## src/rtl/cache_lookup_ctrl_pkg.sv

```systemverilog
// Shared types and constants for the cache lookup controller.
// The package holds the controller state enum, the default geometry and the
// helpers that derive tag width and line count from that geometry.
// Port summary: none, because this file is a package.
package cache_lookup_ctrl_pkg;

    typedef enum logic [2:0] {
        IDLE,
        LOOKUP,
        MISS_WAIT,
        REFILL,
        FILL_DONE
    } ctrl_state_t;

    localparam int DEF_ADDR_WIDTH  = 8;
    localparam int DEF_INDEX_WIDTH = 4;
    localparam int TAG_WIDTH       = DEF_ADDR_WIDTH - DEF_INDEX_WIDTH;
    localparam int NUM_LINES       = 2 ** DEF_INDEX_WIDTH;

    function automatic int tag_width(input int addr_width, input int index_width);
        return addr_width - index_width;
    endfunction

    function automatic int num_lines(input int index_width);
        return 2 ** index_width;
    endfunction

endpackage

```

## src/rtl/cache_lookup_ctrl_if.sv

```systemverilog
// CPU-side request bus and the strobes the controller sends to logic_we.
// master: CPU or testbench side. It drives cpu_req, cpu_we, cpu_addr and flush.
// slave:  cache_lookup_ctrl side. It drives cpu_ready, done, hit, re, we,
//         line_addr, hit_cnt and miss_cnt.
interface cache_lookup_ctrl_if #(
    parameter int ADDR_WIDTH = 8,
    parameter int CNT_WIDTH  = 16
);
    logic                  cpu_req;
    logic                  cpu_we;
    logic [ADDR_WIDTH-1:0] cpu_addr;
    logic                  flush;
    logic                  cpu_ready;
    logic                  done;
    logic                  hit;
    logic                  re;
    logic                  we;
    logic [ADDR_WIDTH-1:0] line_addr;
    logic [CNT_WIDTH-1:0]  hit_cnt;
    logic [CNT_WIDTH-1:0]  miss_cnt;

    modport master (
        output cpu_req, cpu_we, cpu_addr, flush,
        input  cpu_ready, done, hit, re, we, line_addr, hit_cnt, miss_cnt
    );

    modport slave (
        input  cpu_req, cpu_we, cpu_addr, flush,
        output cpu_ready, done, hit, re, we, line_addr, hit_cnt, miss_cnt
    );
endinterface

```

## src/rtl/cache_lookup_ctrl_tag_store.sv

```systemverilog
// Direct-mapped tag and valid arrays.
// Ports: clk, rst (async, active-high); clear drops every valid bit in one
// cycle; wr_en/wr_addr installs the tag of wr_addr and sets its valid bit;
// rd_addr/rd_hit is a combinational tag compare for rd_addr.
module cache_lookup_ctrl_tag_store
    import cache_lookup_ctrl_pkg::*;
#(
    parameter int ADDR_WIDTH  = 8,
    parameter int INDEX_WIDTH = 4
) (
    input  logic                  clk,
    input  logic                  rst,
    input  logic                  clear,
    input  logic                  wr_en,
    input  logic [ADDR_WIDTH-1:0] wr_addr,
    input  logic [ADDR_WIDTH-1:0] rd_addr,
    output logic                  rd_hit
);
    localparam int TAG_W   = tag_width(ADDR_WIDTH, INDEX_WIDTH);
    localparam int N_LINES = num_lines(INDEX_WIDTH);

    logic [N_LINES-1:0] valid;
    logic [TAG_W-1:0]   tags [N_LINES];

    logic [INDEX_WIDTH-1:0] wr_idx;
    logic [INDEX_WIDTH-1:0] rd_idx;
    assign wr_idx = wr_addr[INDEX_WIDTH-1:0];
    assign rd_idx = rd_addr[INDEX_WIDTH-1:0];

    always_ff @(posedge clk or posedge rst) begin
        if (rst) begin
            valid <= '0;
            for (int i = 0; i < N_LINES; i++) tags[i] <= '0;
        end else if (clear) begin
            valid <= '0;
        end else if (wr_en) begin
            valid[wr_idx] <= 1'b1;
            tags[wr_idx]  <= wr_addr[ADDR_WIDTH-1:INDEX_WIDTH];
        end
    end

    assign rd_hit = valid[rd_idx] && (tags[rd_idx] == rd_addr[ADDR_WIDTH-1:INDEX_WIDTH]);

endmodule

```

## src/rtl/cache_lookup_ctrl.sv

```systemverilog
// Request sequencer that sits in front of logic_we. It takes one CPU request
// at a time, does the tag lookup and, on a read miss, waits out the RAM read
// latency before it pulses the refill strobe.
// Ports: clk, rst (async, active-high), bus (cache_lookup_ctrl_if.slave).
// The hit/re/we/done outputs are registered. They are computed at the edge
// that enters a state, so they are valid throughout that state.
module cache_lookup_ctrl
    import cache_lookup_ctrl_pkg::*;
#(
    parameter int ADDR_WIDTH  = 8,
    parameter int INDEX_WIDTH = 4,
    parameter int RAM_LATENCY = 2,
    parameter int CNT_WIDTH   = 16
) (
    input  logic                clk,
    input  logic                rst,
    cache_lookup_ctrl_if.slave  bus
);
    localparam logic [3:0] LAT_LOAD = (RAM_LATENCY > 0) ? 4'(RAM_LATENCY - 1) : 4'd0;

    ctrl_state_t           state;
    logic [ADDR_WIDTH-1:0] addr_q;
    logic                  we_lat;
    logic [3:0]            lat_cnt;
    logic                  hit_q, re_q, we_q, done_q;
    logic [CNT_WIDTH-1:0]  hit_cnt, miss_cnt;
    logic                  lookup_hit;

    // The compare runs on the incoming address while the FSM is in IDLE, so
    // the registered hit is ready when LOOKUP is entered.
    cache_lookup_ctrl_tag_store #(
        .ADDR_WIDTH  (ADDR_WIDTH),
        .INDEX_WIDTH (INDEX_WIDTH)
    ) u_tag_store (
        .clk     (clk),
        .rst     (rst),
        .clear   (state == IDLE && bus.flush),
        .wr_en   (state == FILL_DONE),
        .wr_addr (addr_q),
        .rd_addr (bus.cpu_addr),
        .rd_hit  (lookup_hit)
    );

    always_ff @(posedge clk or posedge rst) begin
        if (rst) begin
            state    <= IDLE;
            addr_q   <= '0;
            we_lat   <= 1'b0;
            lat_cnt  <= '0;
            hit_q    <= 1'b0;
            re_q     <= 1'b0;
            we_q     <= 1'b0;
            done_q   <= 1'b0;
            hit_cnt  <= '0;
            miss_cnt <= '0;
        end else begin
            hit_q  <= 1'b0;
            re_q   <= 1'b0;
            we_q   <= 1'b0;
            done_q <= 1'b0;
            case (state)
                IDLE: begin
                    if (!bus.flush && bus.cpu_req) begin
                        state  <= LOOKUP;
                        addr_q <= bus.cpu_addr;
                        we_lat <= bus.cpu_we;
                        hit_q  <= lookup_hit;
                        we_q   <= bus.cpu_we;
                        re_q   <= !bus.cpu_we && lookup_hit;
                        done_q <= bus.cpu_we || lookup_hit;
                    end
                end
                LOOKUP: begin
                    if (hit_q) begin
                        if (hit_cnt != '1) hit_cnt <= hit_cnt + 1'b1;
                    end else begin
                        if (miss_cnt != '1) miss_cnt <= miss_cnt + 1'b1;
                    end
                    if (we_lat || hit_q) begin
                        state <= IDLE;
                    end else if (RAM_LATENCY == 0) begin
                        state <= REFILL;
                        re_q  <= 1'b1;
                    end else begin
                        state   <= MISS_WAIT;
                        lat_cnt <= LAT_LOAD;
                    end
                end
                MISS_WAIT: begin
                    if (lat_cnt == 4'd0) begin
                        state <= REFILL;
                        re_q  <= 1'b1;
                    end else begin
                        lat_cnt <= lat_cnt - 4'd1;
                    end
                end
                REFILL: begin
                    state  <= FILL_DONE;
                    done_q <= 1'b1;
                end
                FILL_DONE: state <= IDLE;
                default:   state <= IDLE;
            endcase
        end
    end

    assign bus.cpu_ready = (state == IDLE) && !bus.flush;
    assign bus.done      = done_q;
    assign bus.hit       = hit_q;
    assign bus.re        = re_q;
    assign bus.we        = we_q;
    assign bus.line_addr = addr_q;
    assign bus.hit_cnt   = hit_cnt;
    assign bus.miss_cnt  = miss_cnt;

endmodule

```

## src/flat_wrapper.sv

```systemverilog
// flat-port wrapper written by rule: the top's interface ports become plain ports
module cache_lookup_ctrl_flat import cache_lookup_ctrl_pkg::*;
#(
    parameter int ADDR_WIDTH  = 8,
    parameter int INDEX_WIDTH = 4,
    parameter int RAM_LATENCY = 2,
    parameter int CNT_WIDTH   = 16
)
  (clk, rst, bus_cpu_req, bus_cpu_we, bus_cpu_addr, bus_flush, bus_cpu_ready, bus_done, bus_hit, bus_re, bus_we, bus_line_addr, bus_hit_cnt, bus_miss_cnt);
  cache_lookup_ctrl_if #(.ADDR_WIDTH(ADDR_WIDTH), .CNT_WIDTH(CNT_WIDTH)) bus_i ();
  input  logic clk;
  input  logic rst;
  input wire logic [$bits(bus_i.cpu_req)-1:0] bus_cpu_req;
  input wire logic [$bits(bus_i.cpu_we)-1:0] bus_cpu_we;
  input wire logic [$bits(bus_i.cpu_addr)-1:0] bus_cpu_addr;
  input wire logic [$bits(bus_i.flush)-1:0] bus_flush;
  output wire logic [$bits(bus_i.cpu_ready)-1:0] bus_cpu_ready;
  output wire logic [$bits(bus_i.done)-1:0] bus_done;
  output wire logic [$bits(bus_i.hit)-1:0] bus_hit;
  output wire logic [$bits(bus_i.re)-1:0] bus_re;
  output wire logic [$bits(bus_i.we)-1:0] bus_we;
  output wire logic [$bits(bus_i.line_addr)-1:0] bus_line_addr;
  output wire logic [$bits(bus_i.hit_cnt)-1:0] bus_hit_cnt;
  output wire logic [$bits(bus_i.miss_cnt)-1:0] bus_miss_cnt;
  assign bus_i.cpu_req = bus_cpu_req;
  assign bus_i.cpu_we = bus_cpu_we;
  assign bus_i.cpu_addr = bus_cpu_addr;
  assign bus_i.flush = bus_flush;
  assign bus_cpu_ready = bus_i.cpu_ready;
  assign bus_done = bus_i.done;
  assign bus_hit = bus_i.hit;
  assign bus_re = bus_i.re;
  assign bus_we = bus_i.we;
  assign bus_line_addr = bus_i.line_addr;
  assign bus_hit_cnt = bus_i.hit_cnt;
  assign bus_miss_cnt = bus_i.miss_cnt;
  cache_lookup_ctrl #(.ADDR_WIDTH(ADDR_WIDTH), .INDEX_WIDTH(INDEX_WIDTH), .RAM_LATENCY(RAM_LATENCY), .CNT_WIDTH(CNT_WIDTH)) u_core (.clk(clk), .rst(rst), .bus(bus_i));
endmodule
```

## config.mk

```make
export PLATFORM = sky130hd
export DESIGN_NAME = cache_lookup_ctrl_flat
export DESIGN_NICKNAME = d
export VERILOG_FILES = /design/src/rtl/cache_lookup_ctrl_pkg.sv /design/src/rtl/cache_lookup_ctrl_if.sv /design/src/rtl/cache_lookup_ctrl_tag_store.sv /design/src/rtl/cache_lookup_ctrl.sv /design/src/flat_wrapper.sv
export SDC_FILE = /design/constraint.sdc
export NUM_CORES = 1
export LEC_CHECK = 0
export CORE_AREA = 5 5 130 132
export CTS_CLUSTER_SIZE = 8
export DETAILED_ROUTE_END_ITERATION = 7
export DIE_AREA = 0 0 135 137
export MAX_ROUTING_LAYER = met4
export PLACE_DENSITY = 0.69
export SYNTH_ARGS = -nofsm -noshare
export SYNTH_HDL_FRONTEND = slang
export SYNTH_SLANG_ARGS = --single-unit
```

## constraint.sdc

```tcl
create_clock -name clk -period 4.6 [get_ports clk]
set_clock_uncertainty 0.1 [all_clocks]
set_input_delay 0.46 -clock clk [delete_from_list [all_inputs] [get_ports clk]]
set_output_delay 0.46 -clock clk [all_outputs]
set_load 0.05 [all_outputs]
```

; Word-level counts from Yosys, hierarchy flattened
; Cells that the tools add are included.
[totals]
input_bits = 13
register_bits = 132
[op_classes]
n_eq_ne = 11
bitwise = 5
n_addsub = 3
muxes = 28
order_cmp = 6
n_reduce_logical = 21
[op_table]
columns = op, n
row1 = $bwmux W64, 1
row2 = $add A16 B1 Y16 const B, 2
row3 = $mux W16, 2
row4 = $ne A16 B16 Y1 const B, 2
row5 = $mux W4, 5
row6 = $bmux W4 S4, 1
row7 = $demux W4 S4, 1
row8 = $or A16 B16 Y16, 1
row9 = $pmux W3 S4, 1
row10 = $ge A5 B5 Y1 const B, 2
row11 = $lt A4 B5 Y1 const B, 2
row12 = $not A4 Y5, 2
row13 = $mux W1, 9
row14 = $reduce_and A3 Y1, 3
row15 = $pmux W4 S2, 1
row16 = $logic_and A1 B1 Y1, 7
row17 = $eq A3 B2 Y1 const B, 2
row18 = $mux W3, 2
row19 = $ne A2 B2 Y1 const B, 3
row20 = $reduce_and A2 Y1, 3
row21 = $lt A5 B1 Y1 const B, 1
row22 = $bmux W1 S4, 1
row23 = $demux W1 S4, 1
row24 = $eq A4 B4 Y1, 1
row25 = 13 further kinds, 18

; Longest topological paths before layout
; Gate-level depths: netlist (run 1).
[depth]
ltp_word = 9
depth_mapped = 8
ltp_nobuf = 8

; Modules after synthesis
; From an unflattened synthesis (run 1), not the netlist that was laid out.
[unflattened]
hier_cells = 483
area_unflattened_um2 = 6241.0
[modules_own_cells]
columns = mod, area_each_um2, cells_per_inst, instances
row1 = cache_lookup_ctrl_tag_store, 3756.1, 264, 1
row2 = cache_lookup_ctrl, 2484.9, 219, 1

; Least setup slack after synthesis (run 1)
; No wires, ideal clock.
[synth_path]
path_kind = register to register
from = register u_core.state[0]
to = register u_core.done_q (netlist: u_core.bus.done)
path_buffers = 1
required_time_ns = 4.436
arrival_time_ns = 3.085
path_slack_ns = 1.351
stages_incl_launch_ff = 7
synth_period_minus_slack_ns = 3.249
cell_sequence = dfrtp_1 > buf_2 > nor4_1 > nand3_1 > a211oi_2 > o2111a_2 > or3_1
[synth_between]
elab_chain_len = 2
word_cells_on_any_way = 3
[synth_rtl]
columns = item, line
row1 = start: declaration, cache_lookup_ctrl.sv:21  ; ctrl_state_t state;
row2 = start signal: assignment, cache_lookup_ctrl.sv:46  ; state <= IDLE;
row3 = start signal: assignment, cache_lookup_ctrl.sv:64  ; state <= LOOKUP;
row4 = start signal: assignment, cache_lookup_ctrl.sv:80  ; state <= IDLE;
row5 = $eq A3 B2 Y1 or $logic_not A3 Y1 (tied branches), cache_lookup_ctrl.sv:61  ; case (state)
row6 = $pmux W1 S2 (*), cache_lookup_ctrl.sv:61
row7 = end signal: assignment, cache_lookup_ctrl.sv:70  ; done_q <= bus.cpu_we || lookup_hit;
row8 = end: declaration, cache_lookup_ctrl.sv:25  ; logic hit_q, re_q, we_q, done_q;
; Mark *: on every way between the ends. The rest lies on a longest branch, timed or not.
; A chain may end at the register's enable or synchronous reset.

; Worst setup path in the final report (run 1)
[layout_path]
from = input port bus_cpu_addr[2]
to = register u_core.done_q (netlist: u_core.bus.done)
[layout_between]
elab_chain_len = 9
word_cells_on_any_way = 11
[layout_rtl]
columns = item, line
row1 = start: declaration, flat_wrapper.sv:15  ; input wire logic [$bits(bus_i.cpu_addr)-1:0] bus_cpu_addr;
row2 = $not A4 Y5 (implied by the code), cache_lookup_ctrl_tag_store.sv:42  ; assign rd_hit = valid[rd_idx] && (tags[rd_idx] == rd_addr[ADDR_WIDTH-1:INDEX_WIDTH]);
row3 = $bmux W4 S4, cache_lookup_ctrl_tag_store.sv:42
row4 = $mux W4 (implied by the code) (2 in a row), cache_lookup_ctrl_tag_store.sv:42
row5 = $eq A4 B4 Y1, cache_lookup_ctrl_tag_store.sv:42
row6 = $logic_and A1 B1 Y1 (*), cache_lookup_ctrl_tag_store.sv:42
row7 = $logic_or A1 B1 Y1 (*), cache_lookup_ctrl.sv:70
row8 = $mux W1 (*), cache_lookup_ctrl.sv:63  ; if (!bus.flush && bus.cpu_req) begin
row9 = $pmux W1 S2 (*), cache_lookup_ctrl.sv:61
; Mark *: on every way between the ends. The rest lies on a longest branch, timed or not. The select of a mux whose other input is x is not followed.

==> results of run 1 <==
==> path summary, 6_finish.rpt <==
| kind | start | endpoint | cells after the start |
|---|---|---|---|
| max in group asynchronous | rst | u_core.u_tag_store.tags[41]$_DFFE_PP0P_ | 3 |
| max | bus_cpu_addr[2] | u_core.bus.done$_DFF_PP0_ | 6 |
| min reg2reg | u_core.u_tag_store.tags[41]$_DFFE_PP0P_ | u_core.u_tag_store.tags[41]$_DFFE_PP0P_ | 1 |
| max reg2reg | u_core.state[1]$_DFFE_PP0P_ | u_core.u_tag_store.tags[60]$_DFFE_PP0P_ | 4 |
| min in group asynchronous | rst | u_core.bus.hit_cnt[6]$_DFFE_PP0P_ | 2 |
| min | u_core.u_tag_store.tags[41]$_DFFE_PP0P_ | u_core.u_tag_store.tags[41]$_DFFE_PP0P_ | 1 |
==> registers in the layout, indices dropped and copies added (netlist names) <==
name                      cells
u_core.bus.done               1
u_core.bus.hit                1
u_core.bus.hit_cnt           16
u_core.bus.line_addr          8
u_core.bus.miss_cnt          16
u_core.bus.re                 1
u_core.bus.we                 1
u_core.lat_cnt                4
u_core.state                  3
u_core.u_tag_store.tags      64
u_core.u_tag_store.valid     16
u_core.we_lat                 1
==> where the power goes <==
part	switching (mW)	internal (mW)
registers	0.294	1.45
clock network	0.458	0.734
logic	0.557	0.459
==> synthesized netlist by cell type (3+ instances only) <==
| cell | instances | area share (%) |
|---|---|---|
| sky130_fd_sc_hd__a21oi_1 | 14 | 1.2 |
| sky130_fd_sc_hd__mux2_2 | 29 | 5.4 |
| sky130_fd_sc_hd__mux2_1 | 47 | 8.7 |
| sky130_fd_sc_hd__nand2_1 | 36 | 2.2 |
| sky130_fd_sc_hd__dfrtp_1 | 132 | 54 |
| sky130_fd_sc_hd__and3_1 | 5 | 0.52 |
| sky130_fd_sc_hd__buf_2 | 7 | 0.58 |
| sky130_fd_sc_hd__nand3b_1 | 3 | 0.37 |
| sky130_fd_sc_hd__ha_1 | 3 | 0.62 |
| sky130_fd_sc_hd__clkbuf_1 | 13 | 0.80 |
| sky130_fd_sc_hd__mux4_2 | 10 | 3.7 |
| sky130_fd_sc_hd__nand2b_1 | 5 | 0.52 |
| sky130_fd_sc_hd__mux2i_1 | 11 | 1.8 |
| sky130_fd_sc_hd__a21boi_1 | 3 | 0.37 |
| sky130_fd_sc_hd__nand4_1 | 7 | 0.72 |
| sky130_fd_sc_hd__nor2_1 | 24 | 1.5 |
| sky130_fd_sc_hd__and2_1 | 5 | 0.52 |
| sky130_fd_sc_hd__inv_1 | 11 | 0.68 |
| sky130_fd_sc_hd__nor3_1 | 8 | 0.66 |
| sky130_fd_sc_hd__o21a_1 | 8 | 0.99 |
| sky130_fd_sc_hd__nor4_1 | 6 | 0.62 |
| sky130_fd_sc_hd__xor2_1 | 12 | 1.7 |
| sky130_fd_sc_hd__nand3_1 | 15 | 1.2 |
| sky130_fd_sc_hd__mux4_1 | 5 | 2.2 |
| sky130_fd_sc_hd__a22oi_1 | 3 | 0.37 |
| sky130_fd_sc_hd__and4_1 | 4 | 0.58 |
| sky130_fd_sc_hd__xnor2_1 | 22 | 3.2 |
| sky130_fd_sc_hd__nor2b_1 | 5 | 0.52 |
==> critical path, delay by kind of cell <==
family / cells / cell delay, ps
multiplexers: 2 / 1090
AND/OR/NAND/NOR: 1 / 300
buffers and inverters: 1 / 1070
AO/OA/AOI/OAI: 1 / 180
XOR/XNOR: 1 / 180
==> area by class of cell <==
cell class	count	area (sq um)	share of cell area (%)
repair buffers	63	616	8.35
clock buffers	20	447	6.06
clock inverters	7	62.6	0.848
well taps	216	270	3.66
flip-flops and latches	132	3300	44.8
inverters	11	43.8	0.594
multi-input cells	314	2630	35.7
==> placed cells by master, fill, tap and decap left out, drive strengths merged, types with 2 or more instances in the layout <==
cell and n:
a21boi 3, a21oi 14, a22oi 3, and2 5, and2b 2, and3 5
and4 4, buf 6, clkbuf 20, clkdlybuf4s50 57, clkinv 5, dfrtp 132
ha 3, inv 11, mux2 76, mux2i 11, mux4 15, nand2 36
nand2b 5, nand3 15, nand3b 3, nand4 7, nor2 24, nor2b 5
nor3 8, nor4 6, nor4b 2, nor4bb 2, o2111ai 2, o21a 8
o21ai 4, or2 2, xnor2 22, xor2 12
==> through the flow <==
step	hold WS (ps)	utilization, %	area (sq um)	std cells
3_3_place_gp	365	44.0	6870	736
4_1_cts	384	47.3	7370	763
5_1_grt	399	47.3	7370	763
6_report	383	47.3	7370	763
3_5_place_dp	372	44.0	6870	736
2_1_floorplan	350	-	6070	478
==> logic make-up after synthesis <==
family	count (synthesis)	share of synthesized area, %
AO/OA/AOI/OAI	41	4.62
AND/OR/NAND/NOR	134	11.4
multiplexers	102	21.8
flip-flops	132	54.4
adder cells (fa/ha/maj)	3	0.618
XOR/XNOR	34	4.90
buffers and inverters	32	2.25
==> metal layers <==
layer / track usage, % / vias up / part of all wire (%)
met5: - / - / 0
li1: - / 1834 / -
met2: 23.4 / 131 / 46
met1: 21.4 / 2015 / 45
met4: 5.71 / 0 / 1.8
met3: 4.89 / 17 / 7.4
==> impl_metrics.ini, run 1 <==
[outcome]
run_status = completed

[floorplan]
die-area_sq_mm = 0.0185
initial_core_util_pct = 38.9
placement_rows = 46
die-width_um = 135
die_h_um = 137
core-area_sq_mm = 0.0156
top_level_ports = 58

[cts]
cts_buffers = 17
clock_tree.root_cell = sky130_fd_sc_hd__clkbuf_16
cts_max_level = 4
cts.clk_slew.worst_paths_ps = 50
clock-sinks = 132
worst_skew_pair.late_latency_ps = 420
cts_setup_buffers = 0
cts_hold_buf = 0
cts_tree = built
cts_resized = 0
ctsLongestPathBuffers = 2

[sta]
timing.fmax_mhz = 322
final_setup_violations = 0
timing.final.crit_share_pct = 67.4
worst_pin_slew_ps = 1030
final.setup.worst_slack_ps = 1500
drv_slew = 0
timing.final.hold_violations = 0
timing.slew.headroom_pct = 30.7
unrepaired_setup_endpoints_after_global_routing = no
layout_min_cycle_time_ps = 3100
setup_total_negative_slack_ps = 0

[grt]
overflow = 0
grt_first_pass_wirelength_um = 21900
initial_antenna_violation_count = 0
grt_util_all_layers_pct = 16.1
grt_pass1_vias = 3985
grt_start_max_net_pins = 85

[worst_setup_path]
cp_common_cell = sky130_fd_sc_hd__mux4_2
timing.reg2reg.setup_slack_ps = 2050
worstPathCellList = clkdlybuf4s50_1 > mux4_2 > mux4_2 > xnor2_1 > o2111a_2 > or3_1
cp_startpoint_kind = primary input
worstSetupPathType = primary input to flip-flop
endpoint_kind = flip-flop
timing.critical_path.slowest_stage_cell = sky130_fd_sc_hd__clkdlybuf4s50_1
worstPathMaxFanout = 22
critical-path-max-stage-delay_ps = 1070
critPathRequiredTime_ps = 4790
cp.arrival_ps = 3290

[placed_design]
gp_routability_congestion = 0.876
dp_hpwl_um = 9710
place.port_buffers = 57
detailedPlace.worstSlack_ps = 1020

[logic_synthesis]
ys_ff_latch = 132
postSynthAreaPerCell_sq_um = 12.7
synth_cell_types = 47
syn-instance-count = 478
synth_warnings = 0
async_flop_share_pct = 100
synth-edff-count = 0
ys_dominant_reg_cell = sky130_fd_sc_hd__dfrtp_1
synth_nets = 494
mappedNetlistArea_sq_mm = 0.00607
synth_sequential_area_ratio_pct = 54.4

[power_and_ir_drop]
leakagePower_nw = 3.41
overall_power_consumption_mw = 3.95
power-per-cell-area_mw_per_mm2 = 536
vdd.ir_drop.worst_mv = 0.293

[cells_and_area]
areaGrowthSynthToFinish_pct = 21.5
insertedDiodeCount = 0
drive_above_1_share_pct = 13.5
num-fill-cells = 1397
finalNetCount = 555

[detailed_routing]
wirelength_um = 13700
final_antenna_net_count = 0
drt_pre_antenna_iters = 4
wl_per_cell_um = 18.0
vias_per_cell = 5.24
route.vias.total = 3997
drc_errors = 0
detailedRoute.firstIterationViolations = 302

[min_path]
hold_path_class = flip-flop to flip-flop

[flow_run]
maxCapViolCount = 0
Power figures use the tool's default switching activity.
==> inputs of run 2 (changes only) <==
==> constraint.sdc (replaced) <==
create_clock -name clk -period 3.15 [get_ports clk]
set_clock_uncertainty 0.1 [all_clocks]
set_input_delay 0.315 -clock clk [delete_from_list [all_inputs] [get_ports clk]]
set_output_delay 0.315 -clock clk [all_outputs]
set_load 0.05 [all_outputs]
==> run 2 against run 1 <==
Worst hold slack got worse by 87 ps. Critical path depth down 4. Global-route usage grew 0.83 points.
==> impl_metrics.ini, run 2 (synthesis gave the netlist of run 1 again) <==
[worst_setup_path]
endpoint_kind = output pin
worstPathMaxFanout = 8
critical_path.top_delay_family = buffers and inverters
worst-path-buf-inv = 1
critical-path-max-stage-delay_ps = 900
timing.critical_path.slowest_stage_cell = sky130_fd_sc_hd__clkdlybuf4s50_1
critPathRequiredTime_ps = 2730
cp_startpoint_kind = flip-flop
cp.arrival_ps = 2330
worstSetupPathType = flip-flop to output pin
worstPathCellList = nor4_2 > clkdlybuf4s50_1

[sta]
final_setup_violations = 0
layout_min_cycle_time_ps = 2750
timing.final.hold_violations = 0
timing.slew.headroom_pct = 45.4
timing.fmax_mhz = 364
drv_slew = 0
worst_pin_slew_ps = 817
setup_total_negative_slack_ps = 0
final.setup.worst_slack_ps = 401
fin_hold_ws_ps = 295
timing.final.crit_share_pct = 87.3
unrepaired_setup_endpoints_after_global_routing = no

[detailed_routing]
detailedRoute.firstIterationViolations = 307
final_antenna_net_count = 0
drt_pre_antenna_iters = 5
route.vias.total = 4085
wl_per_cell_um = 18.5
vias_per_cell = 5.30
drc_errors = 0
wirelength_um = 14200

[flow_run]
maxCapViolCount = 0

[cells_and_area]
most_common_cell_after_layout_fill_and_taps_aside = sky130_fd_sc_hd__dfrtp_1
insertedDiodeCount = 0
most-common-layout-cells = sky130_fd_sc_hd__dfrtp_1 (132), sky130_fd_sc_hd__clkdlybuf4s50_1 (57), sky130_fd_sc_hd__mux2_1 (47)
areaGrowthSynthToFinish_pct = 24.2
number_of_flip_flops_under_the_largest_register_name = 64
drive_above_1_share_pct = 15.3
largest_register = u_core.u_tag_store.tags
postLayoutCoreUtil_pct = 48.4
finalNetCount = 558

[grt]
overflow = 0
grt_start_max_net_pins = 133
grt_pass1_vias = 4218
grt_util_all_layers_pct = 16.9
initial_antenna_violation_count = 0
grt_first_pass_wirelength_um = 22900

[min_path]
hold_path_class = primary input to async pin

[floorplan]
placement_rows = 46
die-area_sq_mm = 0.0185
top_level_ports = 58
die-width_um = 135
die_h_um = 137
core-area_sq_mm = 0.0156
initial_core_util_pct = 38.9

[cts]
cts_setup_buffers = 0
cts_hold_buf = 0
cts_max_level = 4
cts_buffers = 17
ctsLongestPathBuffers = 2
worst_skew_pair.late_latency_ps = 420
cts.clk_slew.worst_paths_ps = 50
clock_tree.root_cell = sky130_fd_sc_hd__clkbuf_16
clock-sinks = 132
cts_tree = built
cts_resized = 0

[power_and_ir_drop]
overall_power_consumption_mw = 6.13
p_switching_mw = 1.98
power_share_of_the_combinational_group_pct = 24.4
clock_power_share_pct = 34.2
switching_share_pct = 32.4
power.share.sequential_pct = 41.4
vdd.ir_drop.worst_mv = 0.523
power-per-cell-area_mw_per_mm2 = 813
leakagePower_nw = 3.47
internal_power_mw = 4.14

[placed_design]
dp_hpwl_um = 9680
place.port_buffers = 57
gp_routability_congestion = 0.859
detailedPlace.worstSlack_ps = 192

[outcome]
run_status = completed
-- run 2: worst min-delay path: stages --
cell                              delay (ps)
sky130_fd_sc_hd__clkdlybuf4s50_1         440
sky130_fd_sc_hd__clkinvlp_4              100
sky130_fd_sc_hd__buf_12                  450
-- run 2: metal layers --
| layer | track usage [%] | part of all wire, % | vias to the layer above |
|---|---|---|---|
| li1 | - | - | 1840 |
| met1 | 21.9 | 45 | 2086 |
| met2 | 26.0 | 48 | 143 |
| met3 | 4.12 | 6.2 | 16 |
| met4 | 6.38 | 1.4 | 0 |
| met5 | - | 0 | - |
-- run 2: final timing paths --
| path | to | depth (start not counted) | startpoint | slack, ps |
|---|---|---|---|---|
| max | bus_cpu_ready | 2 | u_core.state[2]$_DFFE_PP0P_ | 400 |
| min | u_core.bus.hit_cnt[7]$_DFFE_PP0P_ | 3 | rst | 300 |
| max reg2reg | u_core.u_tag_store.tags[38]$_DFFE_PP0P_ | 4 | u_core.state[1]$_DFFE_PP0P_ | 700 |
| min reg2reg | u_core.u_tag_store.tags[8]$_DFFE_PP0P_ | 1 | u_core.u_tag_store.tags[8]$_DFFE_PP0P_ | 380 |
| max in group asynchronous | u_core.u_tag_store.tags[20]$_DFFE_PP0P_ | 3 | rst | 2030 |
| min in group clk | u_core.u_tag_store.tags[8]$_DFFE_PP0P_ | 1 | u_core.u_tag_store.tags[8]$_DFFE_PP0P_ | 380 |
-- run 2: power by group through the flow --
stage | logic [mW] | registers, mW | clock network, mW
2_1_floorplan | 0.887 | 2.67 | 0
3_3_place_gp | 1.45 | 2.53 | 0
3_5_place_dp | 1.50 | 2.56 | 0
4_1_cts | 1.51 | 2.54 | 2.13
5_1_grt | 1.62 | 2.61 | 2.21
6_report | 1.50 | 2.54 | 2.10
-- run 2: metrics by stage --
step                instances  instance area [sq um]
global route              771                   7540
global placement          739                   6910
finish                    771                   7540
floorplan                 478                   6080
detailed placement        739                   6910
CTS                       771                   7540
-- run 2: area by class of cell --
class                           instances  area [sq um]
Clock buffer                           19           453
Clock inverter                         13           181
Fill cell                            1374          8060
Inverter                               11          45.0
Multi-Input combinational cell        314          2640
Sequential cell                       132          3300
Tap cell                              216           270
Timing Repair Buffer                   66           651
==> inputs of run 3 (changes only) <==
--- a/config.mk
+++ b/config.mk
@@ -5,12 +5,13 @@
 export SDC_FILE = /design/constraint.sdc
 export NUM_CORES = 1
 export LEC_CHECK = 0
-export CORE_AREA = 5 5 130 132
+export CORE_AREA = 5 5 149 151
 export CTS_CLUSTER_SIZE = 8
 export DETAILED_ROUTE_END_ITERATION = 7
-export DIE_AREA = 0 0 135 137
+export DIE_AREA = 0 0 154 156
+export GPL_TIMING_DRIVEN = 1
 export MAX_ROUTING_LAYER = met4
-export PLACE_DENSITY = 0.69
+export PLACE_DENSITY = 0.58
 export SYNTH_ARGS = -nofsm -noshare
 export SYNTH_HDL_FRONTEND = slang
 export SYNTH_SLANG_ARGS = --single-unit
==> run 3 against run 2 <==
Cell area up 1.4%. Clock-buffer cell count up 3. Sequential share of layout area down 0.59 points. Non-clock buffer count up 7. Register-to-register slack worse by 20 ps. Global-route usage down 3.7 points. Critical endpoint unchanged. Largest cell class unchanged.
==> impl_metrics.ini, run 3 (synthesis gave the netlist of run 1 again) <==
[outcome]
run_status = completed

[cells_and_area]
num-fill-cells = 2042
most_common_cell_after_layout_fill_and_taps_aside = sky130_fd_sc_hd__dfrtp_1
areaGrowthSynthToFinish_pct = 25.9
most-common-layout-cells = sky130_fd_sc_hd__dfrtp_1 (132), sky130_fd_sc_hd__clkdlybuf4s50_1 (57), sky130_fd_sc_hd__mux2_1 (47)
largest_register = u_core.u_tag_store.tags
drive_above_1_share_pct = 15.7
insertedDiodeCount = 0
number_of_flip_flops_under_the_largest_register_name = 64
finalNetCount = 565

[sta]
timing.slew.headroom_pct = 46.6
final_setup_violations = 0
layout_min_cycle_time_ps = 2600
setup_total_negative_slack_ps = 0
unrepaired_setup_endpoints_after_global_routing = no
timing.fmax_mhz = 384
worst_pin_slew_ps = 798
fin_hold_ws_ps = 301
timing.final.hold_violations = 0
drv_slew = 0
timing.final.crit_share_pct = 82.6
final.setup.worst_slack_ps = 549

[grt]
grt_pass1_vias = 4240
initial_antenna_violation_count = 0
grt_util_all_layers_pct = 13.2
grt_start_max_net_pins = 38
grt_first_pass_wirelength_um = 24100
overflow = 0

[worst_setup_path]
endpoint_kind = output pin
worstSetupPathType = flip-flop to output pin
worstPathMaxFanout = 8
cp_startpoint_kind = flip-flop
critPathRequiredTime_ps = 2730
cp.arrival_ps = 2190

[power_and_ir_drop]
leakagePower_nw = 3.51
internal_power_mw = 4.06
power-per-cell-area_mw_per_mm2 = 791
vdd.ir_drop.worst_mv = 0.397
switching_share_pct = 32.8
clock_power_share_pct = 32.6
power_share_of_the_combinational_group_pct = 25.7
power.share.sequential_pct = 41.7
p_switching_mw = 1.98

[floorplan]
placement_rows = 53
die-width_um = 154
die-area_sq_mm = 0.0240
core-area_sq_mm = 0.0207
top_level_ports = 58
die_h_um = 156
initial_core_util_pct = 29.3

[detailed_routing]
wl_per_cell_um = 17.4
drt_pre_antenna_iters = 4
detailedRoute.firstIterationViolations = 185
route.vias.total = 4020
final_antenna_net_count = 0
vias_per_cell = 4.80
wirelength_um = 14600
drc_errors = 0

[cts]
cts_hold_buf = 0
cts_tree = built
cts_max_level = 4
clock-sinks = 132
worst_skew_pair.late_latency_ps = 420
cts_setup_buffers = 0
clock_tree.root_cell = sky130_fd_sc_hd__clkbuf_16
cts_resized = 0
cts.clk_slew.worst_paths_ps = 60
ctsLongestPathBuffers = 2
cts_buffers = 17

[flow_run]
maxCapViolCount = 0

[min_path]
hold_path_class = primary input to async pin

[placed_design]
detailedPlace.worstSlack_ps = 222
dp_hpwl_um = 10700
gp_routability_congestion = 0.888
place.port_buffers = 57
-- run 3: changes by cell type in the layout (fill, tap and decap cells not counted), sizes merged --
cell / delta
buf: +7
clkinvlp: -4
clkbuf: +3
clkinv: +2
bufinv: -1
-- run 3: worst max-delay path, stage by stage (launching register included) --
cell,delay [ps]
sky130_fd_sc_hd__dfrtp_1,450
sky130_fd_sc_hd__nor4_2,440
sky130_fd_sc_hd__clkdlybuf4s50_1,890
-- run 3: cell type report --
type | count | area [sq um] | share of cell area [%]
Clock buffer | 22 | 454 | 5.94
Timing Repair Buffer | 73 | 728 | 9.53
Inverter | 11 | 45.0 | 0.589
Multi-Input combinational cell | 314 | 2640 | 34.5
Clock inverter | 10 | 131 | 1.72
Sequential cell | 132 | 3300 | 43.2
Tap cell | 275 | 344 | 4.50
-- run 3: final timing paths --
path | from | to | slack [ps] | depth (start not counted)
min in group clk | u_core.u_tag_store.tags[52]$_DFFE_PP0P_ | u_core.u_tag_store.tags[52]$_DFFE_PP0P_ | 390 | 1
hold / removal | rst | u_core.u_tag_store.valid[10]$_DFFE_PP0P_ | 300 | 2
setup reg to reg | u_core.state[1]$_DFFE_PP0P_ | u_core.u_tag_store.tags[22]$_DFFE_PP0P_ | 680 | 4
max in group asynchronous | rst | u_core.u_tag_store.tags[40]$_DFFE_PP0P_ | 1960 | 3
setup / recovery | u_core.state[2]$_DFFE_PP0P_ | bus_cpu_ready | 550 | 2
hold reg to reg | u_core.u_tag_store.tags[52]$_DFFE_PP0P_ | u_core.u_tag_store.tags[52]$_DFFE_PP0P_ | 390 | 1
-- run 3: layer usage --
layer	track usage, %	routed length (um)
met1	17.7	6940
met2	19.4	6650
met3	3.63	792
met4	4.21	215
met5	-	0
-- run 3: power groups by stage --
stage	registers [mW]	clock network (mW)	logic (mW)
floorplan	2.67	0	0.887
CTS	2.52	2.01	1.58
detailed placement	2.55	0	1.57
global route	2.59	2.08	1.69
global placement	2.53	0	1.52
finish	2.52	1.97	1.56
-- run 3: per-stage QoR --
stage          total power, mW  util (%)  cell area (sq um)  std cells
6_report                  6.05      36.9               7640        837
5_1_grt                   6.37      36.9               7640        837
4_1_cts                   6.11      36.9               7640        837
3_5_place_dp              4.12      34.1               7060        805
3_3_place_gp              4.06      34.1               7060        805
2_1_floorplan             3.55         -               6080        478
